### src/rtl/pipe_pkg.sv
// Shared types for the pipeline hazard controller: forwarding selects,
// shadow-tag layout and FSM state encodings.
package pipe_pkg;

    localparam logic [1:0] FWD_RF  = 2'b00;
    localparam logic [1:0] FWD_WB  = 2'b01;
    localparam logic [1:0] FWD_MEM = 2'b10;

    localparam int TAG_RD_W = 5;

    typedef struct packed {
        logic                valid;
        logic [TAG_RD_W-1:0] rd;
        logic                we;
        logic                load;
    } tag_t;

    typedef enum logic [1:0] {
        RUN      = 2'd0,
        LU_STALL = 2'd1,
        FREEZE   = 2'd2
    } state_e;

    // x0 is hard-wired, so a write to it never produces a forwardable value.
    function automatic logic tag_match(input tag_t t, input logic [TAG_RD_W-1:0] rs);
        return t.valid && t.we && (t.rd != '0) && (t.rd == rs);
    endfunction

    function automatic logic [1:0] fwd_sel(input logic [TAG_RD_W-1:0] rs,
                                           input tag_t ex, input tag_t mem);
        if (tag_match(ex, rs))
            return FWD_MEM;
        else if (tag_match(mem, rs))
            return FWD_WB;
        return FWD_RF;
    endfunction

endpackage

### src/rtl/fwd_hazard_ctrl_if.sv
// Bundle between the pipeline datapath (master) and the hazard controller (slave).
interface fwd_hazard_ctrl_if #(
    parameter int REG_W = 5,
    parameter int CNT_W = 32
);
    logic             id_valid;
    logic [REG_W-1:0] id_rs1;
    logic [REG_W-1:0] id_rs2;
    logic [REG_W-1:0] id_rd;
    logic             id_reg_write;
    logic             id_mem_read;
    logic             ex_branch_taken;
    logic             mem_stall_req;
    logic [1:0]       fwd_a_sel;
    logic [1:0]       fwd_b_sel;
    logic             stall_if;
    logic             stall_id;
    logic             freeze;
    logic             flush_id;
    logic             flush_ex;
    logic [CNT_W-1:0] perf_stall_cnt;
    logic [CNT_W-1:0] perf_flush_cnt;

    modport master (
        output id_valid, id_rs1, id_rs2, id_rd, id_reg_write, id_mem_read,
               ex_branch_taken, mem_stall_req,
        input  fwd_a_sel, fwd_b_sel, stall_if, stall_id, freeze, flush_id, flush_ex,
               perf_stall_cnt, perf_flush_cnt
    );

    modport slave (
        input  id_valid, id_rs1, id_rs2, id_rd, id_reg_write, id_mem_read,
               ex_branch_taken, mem_stall_req,
        output fwd_a_sel, fwd_b_sel, stall_if, stall_id, freeze, flush_id, flush_ex,
               perf_stall_cnt, perf_flush_cnt
    );
endinterface

### src/rtl/sat_counter.sv
// Event counter that sticks at all-ones instead of wrapping.
module sat_counter #(
    parameter int WIDTH = 32
) (
    input  logic             clk,
    input  logic             rst_n,
    input  logic             inc,
    output logic [WIDTH-1:0] count
);
    logic [WIDTH-1:0] count_q;

    // NOTE: sequential state is only ever written with <= so every flop samples pre-edge values.
    always_ff @(posedge clk) begin
        if (!rst_n)
            count_q <= '0;
        else if (inc && (count_q != '1))
            count_q <= count_q + WIDTH'(1);
    end

    assign count = count_q;
endmodule

### src/rtl/fwd_hazard_ctrl.sv
// Hazard controller: registered EX forwarding selects, load-use stall,
// branch flush and memory freeze, plus stall/flush performance counters.
module fwd_hazard_ctrl
    import pipe_pkg::*;
#(
    parameter int REG_W = TAG_RD_W,
    parameter int CNT_W = 32
) (
    input logic               clk,
    input logic               rst_n,
    fwd_hazard_ctrl_if.slave  hz
);
    state_e     state_q, state_d;
    tag_t       t_ex_q, t_ex_d, t_mem_q;
    tag_t       id_tag;
    logic [1:0] fwd_a_q, fwd_a_d, fwd_b_q, fwd_b_d;
    logic [REG_W-1:0] rs1, rs2;
    logic       load_use, branch_flush, lu_stall, bubble;

    // NOTE: every always_comb output gets a default first so no path can infer a latch.
    always_comb begin
        rs1          = hz.id_rs1;
        rs2          = hz.id_rs2;
        id_tag       = '{valid: hz.id_valid, rd: hz.id_rd, we: hz.id_reg_write, load: hz.id_mem_read};
        load_use     = 1'b0;
        state_d      = RUN;
        branch_flush = 1'b0;

        if (hz.id_valid && (state_q != LU_STALL) && t_ex_q.load)
            load_use = tag_match(t_ex_q, rs1) || tag_match(t_ex_q, rs2);

        // Freeze dominates; a branch flush makes any load-use stall moot.
        if (hz.mem_stall_req)
            state_d = FREEZE;
        else if (hz.ex_branch_taken)
            branch_flush = 1'b1;
        else if (load_use)
            state_d = LU_STALL;

        lu_stall = (state_d == LU_STALL);
        bubble   = branch_flush || lu_stall || !hz.id_valid;
        t_ex_d   = bubble ? '0 : id_tag;
        fwd_a_d  = bubble ? FWD_RF : fwd_sel(rs1, t_ex_q, t_mem_q);
        fwd_b_d  = bubble ? FWD_RF : fwd_sel(rs2, t_ex_q, t_mem_q);
    end

    // A producer that has reached WB is covered by the write-through regfile,
    // so only the EX and MEM shadow tags are needed to pick a forward.
    always_ff @(posedge clk) begin
        if (!rst_n) begin
            state_q <= RUN;
            t_ex_q  <= '0;
            t_mem_q <= '0;
            fwd_a_q <= FWD_RF;
            fwd_b_q <= FWD_RF;
        end else begin
            state_q <= state_d;
            if (!hz.mem_stall_req) begin
                t_mem_q <= t_ex_q;
                t_ex_q  <= t_ex_d;
                fwd_a_q <= fwd_a_d;
                fwd_b_q <= fwd_b_d;
            end
        end
    end

    assign hz.fwd_a_sel = fwd_a_q;
    assign hz.fwd_b_sel = fwd_b_q;
    assign hz.stall_if  = hz.mem_stall_req || lu_stall;
    assign hz.stall_id  = hz.mem_stall_req || lu_stall;
    assign hz.freeze    = hz.mem_stall_req;
    assign hz.flush_id  = branch_flush;
    assign hz.flush_ex  = branch_flush || lu_stall;

    sat_counter #(.WIDTH(CNT_W)) u_stall_cnt (
        .clk   (clk),
        .rst_n (rst_n),
        .inc   (hz.mem_stall_req || lu_stall),
        .count (hz.perf_stall_cnt)
    );

    sat_counter #(.WIDTH(CNT_W)) u_flush_cnt (
        .clk   (clk),
        .rst_n (rst_n),
        .inc   (branch_flush),
        .count (hz.perf_flush_cnt)
    );
endmodule

### src/flat_wrapper.sv
// flat-port wrapper written by rule: the top's interface ports become plain ports
module fwd_hazard_ctrl_flat import pipe_pkg::*;
#(
    parameter int REG_W = TAG_RD_W,
    parameter int CNT_W = 32
)
  (clk, rst_n, hz_id_valid, hz_id_rs1, hz_id_rs2, hz_id_rd, hz_id_reg_write, hz_id_mem_read, hz_ex_branch_taken, hz_mem_stall_req, hz_fwd_a_sel, hz_fwd_b_sel, hz_stall_if, hz_stall_id, hz_freeze, hz_flush_id, hz_flush_ex, hz_perf_stall_cnt, hz_perf_flush_cnt);
  fwd_hazard_ctrl_if #(.REG_W(REG_W), .CNT_W(CNT_W)) hz_i ();
  input logic clk;
  input logic rst_n;
  input wire logic [$bits(hz_i.id_valid)-1:0] hz_id_valid;
  input wire logic [$bits(hz_i.id_rs1)-1:0] hz_id_rs1;
  input wire logic [$bits(hz_i.id_rs2)-1:0] hz_id_rs2;
  input wire logic [$bits(hz_i.id_rd)-1:0] hz_id_rd;
  input wire logic [$bits(hz_i.id_reg_write)-1:0] hz_id_reg_write;
  input wire logic [$bits(hz_i.id_mem_read)-1:0] hz_id_mem_read;
  input wire logic [$bits(hz_i.ex_branch_taken)-1:0] hz_ex_branch_taken;
  input wire logic [$bits(hz_i.mem_stall_req)-1:0] hz_mem_stall_req;
  output wire logic [$bits(hz_i.fwd_a_sel)-1:0] hz_fwd_a_sel;
  output wire logic [$bits(hz_i.fwd_b_sel)-1:0] hz_fwd_b_sel;
  output wire logic [$bits(hz_i.stall_if)-1:0] hz_stall_if;
  output wire logic [$bits(hz_i.stall_id)-1:0] hz_stall_id;
  output wire logic [$bits(hz_i.freeze)-1:0] hz_freeze;
  output wire logic [$bits(hz_i.flush_id)-1:0] hz_flush_id;
  output wire logic [$bits(hz_i.flush_ex)-1:0] hz_flush_ex;
  output wire logic [$bits(hz_i.perf_stall_cnt)-1:0] hz_perf_stall_cnt;
  output wire logic [$bits(hz_i.perf_flush_cnt)-1:0] hz_perf_flush_cnt;
  assign hz_i.id_valid = hz_id_valid;
  assign hz_i.id_rs1 = hz_id_rs1;
  assign hz_i.id_rs2 = hz_id_rs2;
  assign hz_i.id_rd = hz_id_rd;
  assign hz_i.id_reg_write = hz_id_reg_write;
  assign hz_i.id_mem_read = hz_id_mem_read;
  assign hz_i.ex_branch_taken = hz_ex_branch_taken;
  assign hz_i.mem_stall_req = hz_mem_stall_req;
  assign hz_fwd_a_sel = hz_i.fwd_a_sel;
  assign hz_fwd_b_sel = hz_i.fwd_b_sel;
  assign hz_stall_if = hz_i.stall_if;
  assign hz_stall_id = hz_i.stall_id;
  assign hz_freeze = hz_i.freeze;
  assign hz_flush_id = hz_i.flush_id;
  assign hz_flush_ex = hz_i.flush_ex;
  assign hz_perf_stall_cnt = hz_i.perf_stall_cnt;
  assign hz_perf_flush_cnt = hz_i.perf_flush_cnt;
  fwd_hazard_ctrl #(.REG_W(REG_W), .CNT_W(CNT_W)) u_core (.clk(clk), .rst_n(rst_n), .hz(hz_i));
endmodule
### config.mk
export PLATFORM = sky130hd
export DESIGN_NAME = fwd_hazard_ctrl_flat
export DESIGN_NICKNAME = d
export VERILOG_FILES = /design/src/rtl/pipe_pkg.sv /design/src/rtl/fwd_hazard_ctrl_if.sv /design/src/rtl/sat_counter.sv /design/src/rtl/fwd_hazard_ctrl.sv /design/src/flat_wrapper.sv
export SDC_FILE = /design/constraint.sdc
export NUM_CORES = 1
export LEC_CHECK = 0
export ABC_AREA = 1
export BUFFER_PORTS_ARGS = -buffer_cell sky130_fd_sc_hd__buf_2
export CAP_MARGIN = 5
export CORE_AREA = 2 2 82 163
export DETAILED_ROUTE_END_ITERATION = 10
export DIE_AREA = 0 0 84 165
export MAX_ROUTING_LAYER = met4
export PLACE_DENSITY = 0.69
export SKIP_LAST_GASP = 1
export SLEW_MARGIN = 10
export SYNTH_ARGS = -nofsm -noshare
export SYNTH_HDL_FRONTEND = slang
export SYNTH_SLANG_ARGS = --single-unit
### constraint.sdc
create_clock -name clk -period 1.86 [get_ports clk]
set_clock_uncertainty 0.05 [all_clocks]
set_input_delay 0.093 -clock clk [delete_from_list [all_inputs] [get_ports clk]]
set_output_delay 0.093 -clock clk [all_outputs]
set_load 0.01 [all_outputs]
==> summary.txt <==
Status
  – Status: finished, violations left
  – Failing checks: negative setup slack

Floorplan
  – Chip Height: 165 µm
  – Die outline width: 84 µm
  – Rows: 58
  – I/O pins: 95
  – Core region area: 0.0126 mm²
  – Die ar.: 0.0139 mm²
  – Initial core utilization: 39.3%

Clock tree
  – CTS buffer count: 9
  – CTS Root Cell: clkbuf_16
  – Max clock buf depth: 2
  – Clk sinks: 85
  – Clock Pin Slew Worst Setup and Hold Paths: 0.07 ns
  – TritonCTS clock tree: yes
  – Htree depth: 3
  – Clk Latency, worst-skew pair: 0.34 ns

Worst setup path
  – Worst R2R Start: u_core.t_ex_q[2]
  – Maximum fanout along the worst path: 6
  – CP delay by family, top: simple AND/OR/NAND/NOR gates
  – Slowest stage delay, CP: 0.38 ns
  – Critical-path top delay cell: dfxtp_4
  – Flop2flop setup slack: 0.02 ns
  – Worst path bufs/invs: 2
  – Worst setup EP type: output port
  – Crit path kind: flop to output port
  – Most frequent CP cell: nand2_2
  – CP startpoint kind: flop
  – CP cell instances: xnor2_2 -> nand2_1 -> nor2_1 -> nand3_1 -> nand2_2 -> nand2_2 -> nand2_4 -> buf_8 -> buf_6
  – Crit path from: u_core.t_ex_q[2]
  – Worst r2r path cells: 12
  – RR Endpoint: u_core.u_stall_cnt.count[1]
  – Worst path required time: 1.72 ns
  – Crit path DAT: 1.74 ns

Placement
  – Count of input and output buffers: 94
  – GP Congestion: 1.00
  – DP HPWL: 12.5 mm
  – Pre-CTS setup slack: -0.0517 ns

Synthesis
  – Compound-Gate Fraction of Synth Area: 8.97%
  – XOR/XNOR Fraction of Synth Area: 9.22%
  – Area fraction of the dominant cell type after synthesis: 34.4%
  – Adder-cell share of the synthesized area: 0.507%
  – Synth top area cells: dfxtp_1 34%, nand2_1 17%, nor2_1 6.7%
  – #FFs+latches synth: 85
  – Yosys Warn Count: 0
  – Post-Synthesis Cells: 757
  – Sequential share of the synthesized area: 34.4%
  – Cell taking the most area after synthesis: dfxtp_1
  – Largest family of logic cells by synthesized area: simple AND/OR/NAND/NOR gates
  – Simple-gate area share of the yosys netlist: 38.9%
  – Syn Nets: 781
  – Multiplexer share of the synthesized area: 0%
  – Synthesized area per cell: 6.53 µm²
  – Synthesized area: 0.00494 mm²
  – Library cells used by synthesis: 33

Power
  – Pwr Total: 4160 µW
  – Leakage power: 0.00299 µW
  – Pwr Density: 607 mW/mm²
  – VDD IR max: 0.000546 V

Cells and area
  – Layout cells sized above 1: 28.7%
  – Nets@finish: 968
  – Area grow syn2layout: 38.8%
  – Final Util: 54.6%
  – Diode count: 0
  – Fillers: 1257

Route
  – Vias/cell: 5.14
  – Routed wire length: 16.4 mm
  – Vias: 5654
  – Residual DRC: 0
  – Post-detailed-route wirelength per cell: 14.9 µm
  – Drt pass-1 iters: 5
  – Final ANT Viol Nets: 0
  – 1st-iter DRT viols: 227

STA
  – Fmax: 0.530 GHz
  – Crit share post-route: 101%
  – Final Critical Period: 1.89 ns
  – Final hold violations: 0
  – Worst Setup Slack, final: -0.0250 ns
  – RSZ-0062 raised after global routing: yes
  – Fin. max-slew vios: 0
  – Fin Setup TNS: -0.0367 ns
  – Final Setup Violations: 2
  – Worst slew margin: 60.1%
  – Worst-Margin Slew: 0.599 ns

GRT
  – Total congestion overflow: 0
  – Initial antenna violation count: 0
  – Vias in the first global route: 5480
  – First-pass GRT wire length: 25.9 mm
  – GRT Overall Usage: 24.1%
  – Largest net degree at the start of global routing: 51

Hold path
  – Worst min path class: input port to flop
  – Hold Crit Depth: 3
  – Hold path start: rst_n
  – Hold endpoint: u_core.t_mem_q[6]

Run
  – Max cap viols: 0
[metrics by stage]
stage | instance area (µm²) | cells | hold slack [ns]
CTS | 6660 | 1095 | 0.00930
detailed placement | 6210 | 1069 | 0.295
global placement | 6210 | 1069 | 0.287
floorplan | 4940 | 757 | 0.181
finish | 6860 | 1099 | 0.0235
global route | 6860 | 1099 | 0.0517
[what timing repair did]
item / CTS / global route
pin swaps: 1 / 8
endpoints found under the setup margin: 13 / 77
hold buffers: 7 / 0
gates resized for setup: 11 / 50
setup buffers: 3 / 4
endpoints found under the hold margin: 7 / 0
[worst max path at each step]
stage,to,cells after the start,slack [ns]
CTS,hz_stall_if,11,-0.06
finish,hz_stall_if,9,-0.03
global placement,u_core.u_flush_cnt.count[20],8,-0.02
detailed placement,u_core.u_flush_cnt.count[20],8,-0.05
floorplan,u_core.u_stall_cnt.count[0],11,0.02
global route,hz_stall_if,9,-0.12
[registers in the layout, summed over array words and instances, names as in the netlist]
register	cells
u_core.t_mem_q	7
u_core.u_flush_cnt.count	32
u_core.hz.fwd_a_sel	2
u_core.t_ex_q	8
u_core.u_stall_cnt.count	32
u_core.hz.fwd_b_sel	2
u_core.state_q	2
[metal layers]
metal / GRT usage, % / part of all wire, %
met1: 22.0 / 34
met2: 46.2 / 57
met3: 3.10 / 3.7
met4: 15.5 / 5.7
met5: - / 0
[kinds of logic (layout without fill, tap and decap cells)]
family,count (synthesis),after routing
DFF,85,85
buffers and inverters,92,284
and+or+nand+nor,439,439
adders and majority gates,2,2
AOI/OAI and AO/OA,87,87
xor gates and xnor gates,52,52
[synthesized netlist by cell type, drive strengths merged]
library cell	count
a21oi	57
and3	3
buf	12
clkbuf	14
clkinv	2
dfxtp	85
ha	2
inv	64
nand2	225
nand3	64
nand3b	10
nand4	10
nor2	91
nor3	29
nor3b	2
nor4	4
o21ai	26
o21bai	2
o22ai	2
or2	1
xnor2	17
xor2	35
[worst reg2reg max path: stages (launching register included)]
cell	delay [ns]
dfxtp_4	0.38
xnor2_2	0.15
nand2_1	0.07
nor2_1	0.14
nand3_1	0.15
nand2_2	0.11
nand2_2	0.07
nand2_4	0.12
buf_6	0.13
nand2_4	0.06
buf_12	0.16
nand2_1	0.06
a21oi_1	0.06
[placed cells by master, fill, tap and decap left out, types with 3 or more instances in the layout]
cell type      count
nand2_1          215
nand2_4            3
nand4_1            9
nand3_1           62
dfxtp_1           73
nor2_2             8
clkbuf_16          9
o21ai_0           24
nor2_1            81
xnor2_2            3
nor4_1             3
inv_2              5
nand2_2            7
xnor2_1           14
inv_1             58
dfxtp_2            9
nand3b_1          10
xor2_1            35
and3_1             3
buf_4             91
buf_2             92
buf_12             4
nor3_2             8
dfxtp_4            3
buf_6              7
nor3_1            20
inv_6              3
dlygate4sd3_1      7
a21oi_1           55
[report_power, final]
part	internal (µW)	total, µW	switching (µW)
sequential	1840	1860	23.1
combinational	130	302	172
clock	1200	2000	802
total	3170	4160	997
[area by class of cell]
cell class	instances	area, µm²	share of cell area, %
clock inverter	7	103	1.50
clock buffer	9	225	3.28
inverter	66	250	3.65
sequential	85	1720	25.1
timing repair buffer	202	1390	20.2
multi-input combinational	580	2980	43.4
tap	150	188	2.74
No activity file was read; power rests on OpenSTA's default activity.
